`src/rtl/ddr5_sched_pkg.sv`:
```
// Shared types for the DDR5 scheduler: request opcode, decoded address
// fields, the queued request record and the address bit-field positions.
package ddr5_sched_pkg;

  localparam int PKG_CYC_W  = 64;
  localparam int PKG_CORE_W = 4;
  localparam int PKG_AGE_W  = 10;

  // Physical address bit positions of each DDR5 field.
  localparam int ROW_MSB   = 33;
  localparam int ROW_LSB   = 18;
  localparam int COLH_MSB  = 17;
  localparam int COLH_LSB  = 12;
  localparam int BANK_MSB  = 11;
  localparam int BANK_LSB  = 10;
  localparam int BG_MSB    = 9;
  localparam int BG_LSB    = 7;
  localparam int CHAN_BIT  = 6;
  localparam int COLL_MSB  = 5;
  localparam int COLL_LSB  = 2;

  typedef enum logic [1:0] {
    OP_READ    = 2'd0,
    OP_WRITE   = 2'd1,
    OP_IFETCH  = 2'd2,
    OP_ILLEGAL = 2'd3
  } op_e;

  typedef struct packed {
    logic [15:0] row;
    logic [9:0]  col;
    logic [1:0]  bank;
    logic [2:0]  bg;
    logic        chan;
  } mapped_addr_t;

  typedef struct packed {
    logic [PKG_CYC_W-1:0]  cycles;
    logic [PKG_CORE_W-1:0] core;
    op_e                   op;
    mapped_addr_t          map;
    logic [PKG_AGE_W-1:0]  age;
  } req_t;

endpackage

```
`src/rtl/ddr5_request_queue_if.sv`:
```
// Request-queue bus: CPU push handshake, scheduler retire port and the
// full queue view. master = CPU/scheduler side, slave = the queue.
interface ddr5_request_queue_if
  import ddr5_sched_pkg::*;
#(
  parameter int DEPTH  = 16,
  parameter int ADDR_W = 34,
  parameter int CORE_W = PKG_CORE_W,
  parameter int CYC_W  = PKG_CYC_W
);
  localparam int IDX_W = $clog2(DEPTH);
  localparam int CNT_W = $clog2(DEPTH + 1);

  logic              in_valid;
  logic              in_ready;
  logic [CYC_W-1:0]  in_cycles;
  logic [CORE_W-1:0] in_core;
  logic [1:0]        in_op;
  logic [ADDR_W-1:0] in_addr;
  logic              rm_en;
  logic [IDX_W-1:0]  rm_idx;
  req_t [DEPTH-1:0]  q_entry;
  logic [DEPTH-1:0]  q_valid;
  logic [CNT_W-1:0]  count;
  logic              full;
  logic              empty;
  logic              starve;
  logic              err_op;

  modport master (
    output in_valid, in_cycles, in_core, in_op, in_addr, rm_en, rm_idx,
    input  in_ready, q_entry, q_valid, count, full, empty, starve, err_op
  );

  modport slave (
    input  in_valid, in_cycles, in_core, in_op, in_addr, rm_en, rm_idx,
    output in_ready, q_entry, q_valid, count, full, empty, starve, err_op
  );

endinterface

```
`src/rtl/ddr5_addr_map.sv`:
```
// Combinational physical-address to DDR5 field decode. Bits [1:0] are
// below burst granularity and carry no information.
module ddr5_addr_map
  import ddr5_sched_pkg::*;
#(
  parameter int ADDR_W = 34
) (
  input  logic [ADDR_W-1:0] i_addr,
  output mapped_addr_t      o_map
);

  logic w_unused;

  assign o_map.row  = i_addr[ROW_MSB:ROW_LSB];
  assign o_map.col  = {i_addr[COLH_MSB:COLH_LSB], i_addr[COLL_MSB:COLL_LSB]};
  assign o_map.bank = i_addr[BANK_MSB:BANK_LSB];
  assign o_map.bg   = i_addr[BG_MSB:BG_LSB];
  assign o_map.chan = i_addr[CHAN_BIT];
  assign w_unused   = ^i_addr[COLL_LSB-1:0];

endmodule

```
`src/rtl/ddr5_request_queue.sv`:
```
// Age-ordered DDR5 request queue. Slot 0 is the oldest; retiring any slot
// compacts the slots above it down by one. A single occupancy counter
// defines which slots are valid, so there are no read/write pointers.
module ddr5_request_queue
  import ddr5_sched_pkg::*;
#(
  parameter int DEPTH        = 16,
  parameter int ADDR_W       = 34,
  parameter int CORE_W       = PKG_CORE_W,
  parameter int CYC_W        = PKG_CYC_W,
  parameter int AGE_W        = PKG_AGE_W,
  parameter int STARVE_LIMIT = 500
) (
  input  logic                 clock,
  input  logic                 reset_n,
  ddr5_request_queue_if.slave  bus
);

  localparam int CNT_W = $clog2(DEPTH + 1);

  req_t [DEPTH-1:0] r_entry;
  logic [CNT_W-1:0] r_count;
  logic             r_err_op;

  req_t [DEPTH-1:0] w_up;
  req_t [DEPTH-1:0] w_entry_nxt;
  req_t             w_new;
  mapped_addr_t     w_map;
  logic             w_hs;
  logic             w_push;
  logic             w_rm;
  logic [CNT_W-1:0] w_keep;
  logic [DEPTH-1:0] w_q_valid;

  // Saturating age increment so very old entries stay flagged as old.
  function automatic logic [PKG_AGE_W-1:0] age_inc(input logic [PKG_AGE_W-1:0] a);
    return (a == '1) ? a : a + PKG_AGE_W'(1);
  endfunction

  ddr5_addr_map #(.ADDR_W(ADDR_W)) u_map (
    .i_addr (bus.in_addr),
    .o_map  (w_map)
  );

  assign w_hs   = bus.in_valid && bus.in_ready;
  assign w_push = w_hs && (bus.in_op != 2'd3);
  assign w_rm   = bus.rm_en && (CNT_W'(bus.rm_idx) < r_count);
  // Entries that survive this edge; a push lands right after them.
  assign w_keep = r_count - CNT_W'(w_rm);

  assign w_new.cycles = bus.in_cycles;
  assign w_new.core   = bus.in_core;
  assign w_new.op     = op_e'(bus.in_op);
  assign w_new.map    = w_map;
  assign w_new.age    = '0;

  // Slot j's upper neighbour; the top slot has none and keeps itself.
  assign w_up = {r_entry[DEPTH-1], r_entry[DEPTH-1:1]};

  // Next slot contents: compact above the retired slot, age survivors, insert push.
  always_comb begin
    w_entry_nxt = r_entry;
    for (int i = 0; i < DEPTH; i++) begin
      if (w_rm && (i >= int'(bus.rm_idx))) begin
        w_entry_nxt[i] = w_up[i];
      end
      if (i < int'(w_keep)) begin
        w_entry_nxt[i].age = age_inc(w_entry_nxt[i].age);
      end
      if (w_push && (i == int'(w_keep))) begin
        w_entry_nxt[i] = w_new;
      end
    end
  end

  // Queue state registers; reset clears every slot and the counter.
  always_ff @(posedge clock or negedge reset_n) begin
    if (!reset_n) begin
      r_entry  <= '0;
      r_count  <= '0;
      r_err_op <= 1'b0;
    end else begin
      r_entry  <= w_entry_nxt;
      r_count  <= w_keep + CNT_W'(w_push);
      r_err_op <= w_hs && (bus.in_op == 2'd3);
    end
  end

  // Thermometer valid mask decoded from the registered count.
  always_comb begin
    w_q_valid = '0;
    for (int i = 0; i < DEPTH; i++) begin
      w_q_valid[i] = (i < int'(r_count));
    end
  end

  assign bus.q_entry  = r_entry;
  assign bus.q_valid  = w_q_valid;
  assign bus.count    = r_count;
  assign bus.full     = (r_count == CNT_W'(DEPTH));
  assign bus.empty    = (r_count == '0);
  assign bus.in_ready = !bus.full;
  assign bus.err_op   = r_err_op;
  assign bus.starve   = w_q_valid[0] && (32'(r_entry[0].age) >= STARVE_LIMIT);

endmodule

```
`src/flat_wrapper.sv`:
```
// flat-port wrapper written by rule: the top's interface ports become plain ports
module ddr5_request_queue_flat import ddr5_sched_pkg::*;
#(
  parameter int DEPTH        = 16,
  parameter int ADDR_W       = 34,
  parameter int CORE_W       = PKG_CORE_W,
  parameter int CYC_W        = PKG_CYC_W,
  parameter int AGE_W        = PKG_AGE_W,
  parameter int STARVE_LIMIT = 500
)
  (clock, reset_n, bus_in_valid, bus_in_cycles, bus_in_core, bus_in_op, bus_in_addr, bus_rm_en, bus_rm_idx, bus_in_ready, bus_q_entry, bus_q_valid, bus_count, bus_full, bus_empty, bus_starve, bus_err_op);
  ddr5_request_queue_if #(.DEPTH(DEPTH), .ADDR_W(ADDR_W), .CORE_W(CORE_W), .CYC_W(CYC_W)) bus_i ();
  input  logic clock;
  input  logic reset_n;
  input wire logic [$bits(bus_i.in_valid)-1:0] bus_in_valid;
  input wire logic [$bits(bus_i.in_cycles)-1:0] bus_in_cycles;
  input wire logic [$bits(bus_i.in_core)-1:0] bus_in_core;
  input wire logic [$bits(bus_i.in_op)-1:0] bus_in_op;
  input wire logic [$bits(bus_i.in_addr)-1:0] bus_in_addr;
  input wire logic [$bits(bus_i.rm_en)-1:0] bus_rm_en;
  input wire logic [$bits(bus_i.rm_idx)-1:0] bus_rm_idx;
  output wire logic [$bits(bus_i.in_ready)-1:0] bus_in_ready;
  output wire logic [$bits(bus_i.q_entry)-1:0] bus_q_entry;
  output wire logic [$bits(bus_i.q_valid)-1:0] bus_q_valid;
  output wire logic [$bits(bus_i.count)-1:0] bus_count;
  output wire logic [$bits(bus_i.full)-1:0] bus_full;
  output wire logic [$bits(bus_i.empty)-1:0] bus_empty;
  output wire logic [$bits(bus_i.starve)-1:0] bus_starve;
  output wire logic [$bits(bus_i.err_op)-1:0] bus_err_op;
  assign bus_i.in_valid = bus_in_valid;
  assign bus_i.in_cycles = bus_in_cycles;
  assign bus_i.in_core = bus_in_core;
  assign bus_i.in_op = bus_in_op;
  assign bus_i.in_addr = bus_in_addr;
  assign bus_i.rm_en = bus_rm_en;
  assign bus_i.rm_idx = bus_rm_idx;
  assign bus_in_ready = bus_i.in_ready;
  assign bus_q_entry = bus_i.q_entry;
  assign bus_q_valid = bus_i.q_valid;
  assign bus_count = bus_i.count;
  assign bus_full = bus_i.full;
  assign bus_empty = bus_i.empty;
  assign bus_starve = bus_i.starve;
  assign bus_err_op = bus_i.err_op;
  ddr5_request_queue #(.DEPTH(DEPTH), .ADDR_W(ADDR_W), .CORE_W(CORE_W), .CYC_W(CYC_W), .AGE_W(AGE_W), .STARVE_LIMIT(STARVE_LIMIT)) u_core (.clock(clock), .reset_n(reset_n), .bus(bus_i));
endmodule
```
`config.mk`:
```
export PLATFORM = sky130hd
export DESIGN_NAME = ddr5_request_queue_flat
export DESIGN_NICKNAME = d
export VERILOG_FILES = /design/src/rtl/ddr5_sched_pkg.sv /design/src/rtl/ddr5_request_queue_if.sv /design/src/rtl/ddr5_addr_map.sv /design/src/rtl/ddr5_request_queue.sv /design/src/flat_wrapper.sv
export SDC_FILE = /design/constraint.sdc
export NUM_CORES = 2
export LEC_CHECK = 0
export ABC_CLOCK_PERIOD_IN_PS = 6900
export CORE_AREA = 5 5 751 753
export CTS_CLUSTER_SIZE = 30
export DETAILED_ROUTE_END_ITERATION = 7
export DIE_AREA = 0 0 756 758
export PLACE_DENSITY = 0.42
export SETUP_SLACK_MARGIN = 0.5
export SYNTH_ARGS = -nofsm -noshare
export SYNTH_HDL_FRONTEND = slang
export SYNTH_SLANG_ARGS = --single-unit
```
`constraint.sdc`:
```
create_clock -name clock -period 6.9 [get_ports clock]
set_input_delay 1.725 -clock clock [delete_from_list [all_inputs] [get_ports clock]]
set_output_delay 1.725 -clock clock [all_outputs]
set_load 0.01 [all_outputs]
```
==> reports/metrics.yaml <==
status: "finished clean"
htree_levels: 4
grt_max_degree: 128
drive_gt1_share_pct: 7.77
core_um2: 556000
portBuffers: 1927
gr-total-overflow: 0
grt_pass1_wl_mm: 721
cts_hold_buf: 0
startpoint_type: "input pin"
synth_common_cells: "1961 x nand2_1, 1798 x dfrtp_1, 1351 x mux2i_1, 1149 x o21ai_0, 612 x nor2_1"
cts_setup_buffers: 0
die-height_um: 758
die_area_um2: 573000
hpwlAfterDp_mm: 424
max_slew_margin_pct: 16.1
cts_buffers: 236
p_per_area_nw_per_um2: 508
cts_tree: "yes"
num-nets-final: 10700
critPathArrivalTime_ns: 6.29
n_fill_cell: 60300
crit_chain: "clkdlybuf4s50_1 -> ha_1 -> a21oi_1 -> o21ai_2 -> a21oi_1 -> ha_1 -> ha_1 -> nor3b_4 -> xor2_2 -> nor2_2 -> nand2_2 -> nor2_4 -> buf_4 -> buf_12 -> o21ai_0"
path_class: "input pin to register"
setup_viol: 0
drt_iter0_drc: 6751
crit_path_max_fanout: 61
synth_area_leader_cell: "dfrtp_1"
ctsRootBufferMaster: "clkbuf_16"
critPathRequiredTime_ns: 7.65
slowest_delay_ns: 0.63
vias: 76100
syn_avg_cell_area_um2: 9.74
clock_latency_ns: 0.94
yosysMostFrequentCell: "nand2_1"
p_leak_nw: 50.9
synth_ff_type: "dfrtp_1"
fin_setup_tns_ns: 0
cap_violations: 0
ir_drop_mv: 0.274
synth_fp_nets: 8997
grt_usage_pct: 18.2
period_share_pct: 80.3
synth.top_cell.area_share_pct: 52.1
io_pins: 1930
grt_pass1_vias: 73100
cts.sink_count: 1798
viasPerCell: 4.18
drc: 0
synth-edff-count: 0
finalWirelength_mm: 546
slew_violations: 0
area_growth_pct: 41.9
yosys_warnings: 0
syn_area_um2: 86400
initial_utilization_pct: 15.5
clk_pin_slew_ns: 0.06
rsz0062_at_grt: "no"
yosysSeqAreaShare_pct: 52.1
crit_top_cell: "ha_1"
placedCellCount: 17800
postCtsResizedCells: 0
hold_path.class: "register to register"
gp_congestion: 0.883
slowest_stage: "clkdlybuf4s50_1"
cts_buffer_depth: 4
fin_crit_ns: 5.54
dr.pass1.iters: 6
end_kind: "register"
syn_inst: 8862
fmax_mhz: 180
antenna_found_initial: 31
ant_nets: 0
final_cells: 18200
hold_violations: 0
synth-seq-cells: 1798
die_width_um: 756
core.rowCount: 274
synthTopCellsByArea: "dfrtp_1 52%, mux2i_1 16%, nand2_1 8.5%"
synth_cell_type_count: 81
routedWlPerCell_um: 30.0
tightest_slew_ns: 1.26
fin_skew_ns: 0.0791
async_flop_share_pct: 100
-- cells in the final DEF (no fill, tap or decap), types with 15 or more instances in the layout --
| cell type | instances |
|---|---|
| clkbuf_1 | 62 |
| clkbuf_16 | 240 |
| nand4_1 | 41 |
| and3_1 | 42 |
| ha_1 | 23 |
| mux2i_1 | 1351 |
| buf_4 | 184 |
| o21ai_0 | 1147 |
| nor3_1 | 42 |
| nor2_1 | 604 |
| o21ai_1 | 41 |
| inv_1 | 21 |
| nand2b_1 | 27 |
| nand3_1 | 104 |
| a31oi_1 | 319 |
| xor2_1 | 49 |
| nand2_1 | 1958 |
| xnor2_1 | 64 |
| clkbuf_8 | 69 |
| dfrtp_1 | 1798 |
| clkdlybuf4s50_1 | 1913 |
| clkinv_2 | 28 |
| nor4_1 | 15 |
| mux2_2 | 135 |
| a21oi_1 | 145 |
| buf_12 | 80 |
| a211oi_1 | 17 |
-- logic make-up (layout without fill, tap and decap cells) --
| family | Yosys count | after routing | share of synthesized area (%) |
|---|---|---|---|
| AO/OA/AOI/OAI | 1773 | 1773 | 11.3 |
| XOR/XNOR | 115 | 115 | 1.18 |
| adder cells (fa/ha/maj) | 23 | 23 | 0.333 |
| buffers and inverters | 738 | 2625 | 4.03 |
| flip-flops | 1798 | 1798 | 52.1 |
| multiplexers | 1486 | 1486 | 17.4 |
| other | 0 | 10 | 0 |
| AND/OR/NAND/NOR | 2929 | 2929 | 13.7 |
-- stage by stage --
stage	hold slack [ns]	power, mW	util (%)	setup WS [ns]	cell area [µm²]
3_5_place_dp	0.522	50.1	20.6	0.568	115000
5_1_grt	0.549	65.3	22.0	1.22	122000
4_1_cts	0.534	63.1	22.0	1.46	122000
6_report	0.534	62.2	22.0	1.36	123000
2_1_floorplan	0.571	29.8	-	1.77	86400
3_3_place_gp	0.518	50.0	20.6	0.591	115000
-- per-layer routing --
layer / up-vias / share of wire [%] / global-route usage (%)
met5: - / 0.0022 / 0
met4: 2 / 3.6 / 5.70
met3: 448 / 7.8 / 5.09
met2: 3005 / 47 / 30.3
met1: 38700 / 41 / 22.7
li1: 34000 / - / -
-- where the power goes --
part | internal (mW) | switching (mW)
combinational | 12.6 | 15.7
sequential | 15.1 | 6.13
clock | 7.40 | 5.25
total | 35.1 | 27.1
-- state kept, by name, indices dropped and copies added, names as in the netlist --
register,cells
u_core.bus.q_entry,1792
u_core.bus.count,5
u_core.bus.err_op,1
-- area by class of cell --
| type | count | area (µm²) | share of cell area (%) |
|---|---|---|---|
| Sequential cell | 1798 | 45000 | 36.7 |
| Multi-Input combinational cell | 6326 | 38100 | 31.1 |
| Timing Repair Buffer | 2181 | 22200 | 18.1 |
| Tap cell | 7452 | 9320 | 7.61 |
| Clock buffer | 371 | 7190 | 5.87 |
| Clock inverter | 52 | 596 | 0.486 |
| Inverter | 21 | 78.8 | 0.0643 |
| Antenna cell | 10 | 25.0 | 0.0204 |
-- path summary, 6_finish.rpt --
kind	from	endpoint	slack, ns	cells past startpoint
hold / removal	u_core.bus.q_entry[1755]$_DFFE_PN0N_	u_core.bus.q_entry[1755]$_DFFE_PN0N_	0.53	1
setup reg to reg	u_core.bus.count[1]$_DFF_PN0_	u_core.bus.q_entry[1559]$_DFFE_PN0P_	1.60	15
min in group asynchronous	reset_n	u_core.bus.q_entry[0]$_DFF_PN0_	0.84	1
hold reg to reg	u_core.bus.q_entry[1755]$_DFFE_PN0N_	u_core.bus.q_entry[1755]$_DFFE_PN0N_	0.53	1
max in group asynchronous	reset_n	u_core.bus.q_entry[633]$_DFFE_PN0P_	4.31	3
setup / recovery	bus_rm_idx[1]	u_core.bus.q_entry[1559]$_DFFE_PN0P_	1.36	15
-- critical path: cells and delay by family --
family          cells  cell delay [ns]
xor+xnor            1             0.14
fa+ha+maj           3             0.95
buf+inv             3             1.31
simple gates        4             1.14
compound gates      4             0.75
No activity file was read; power rests on OpenSTA's default activity.
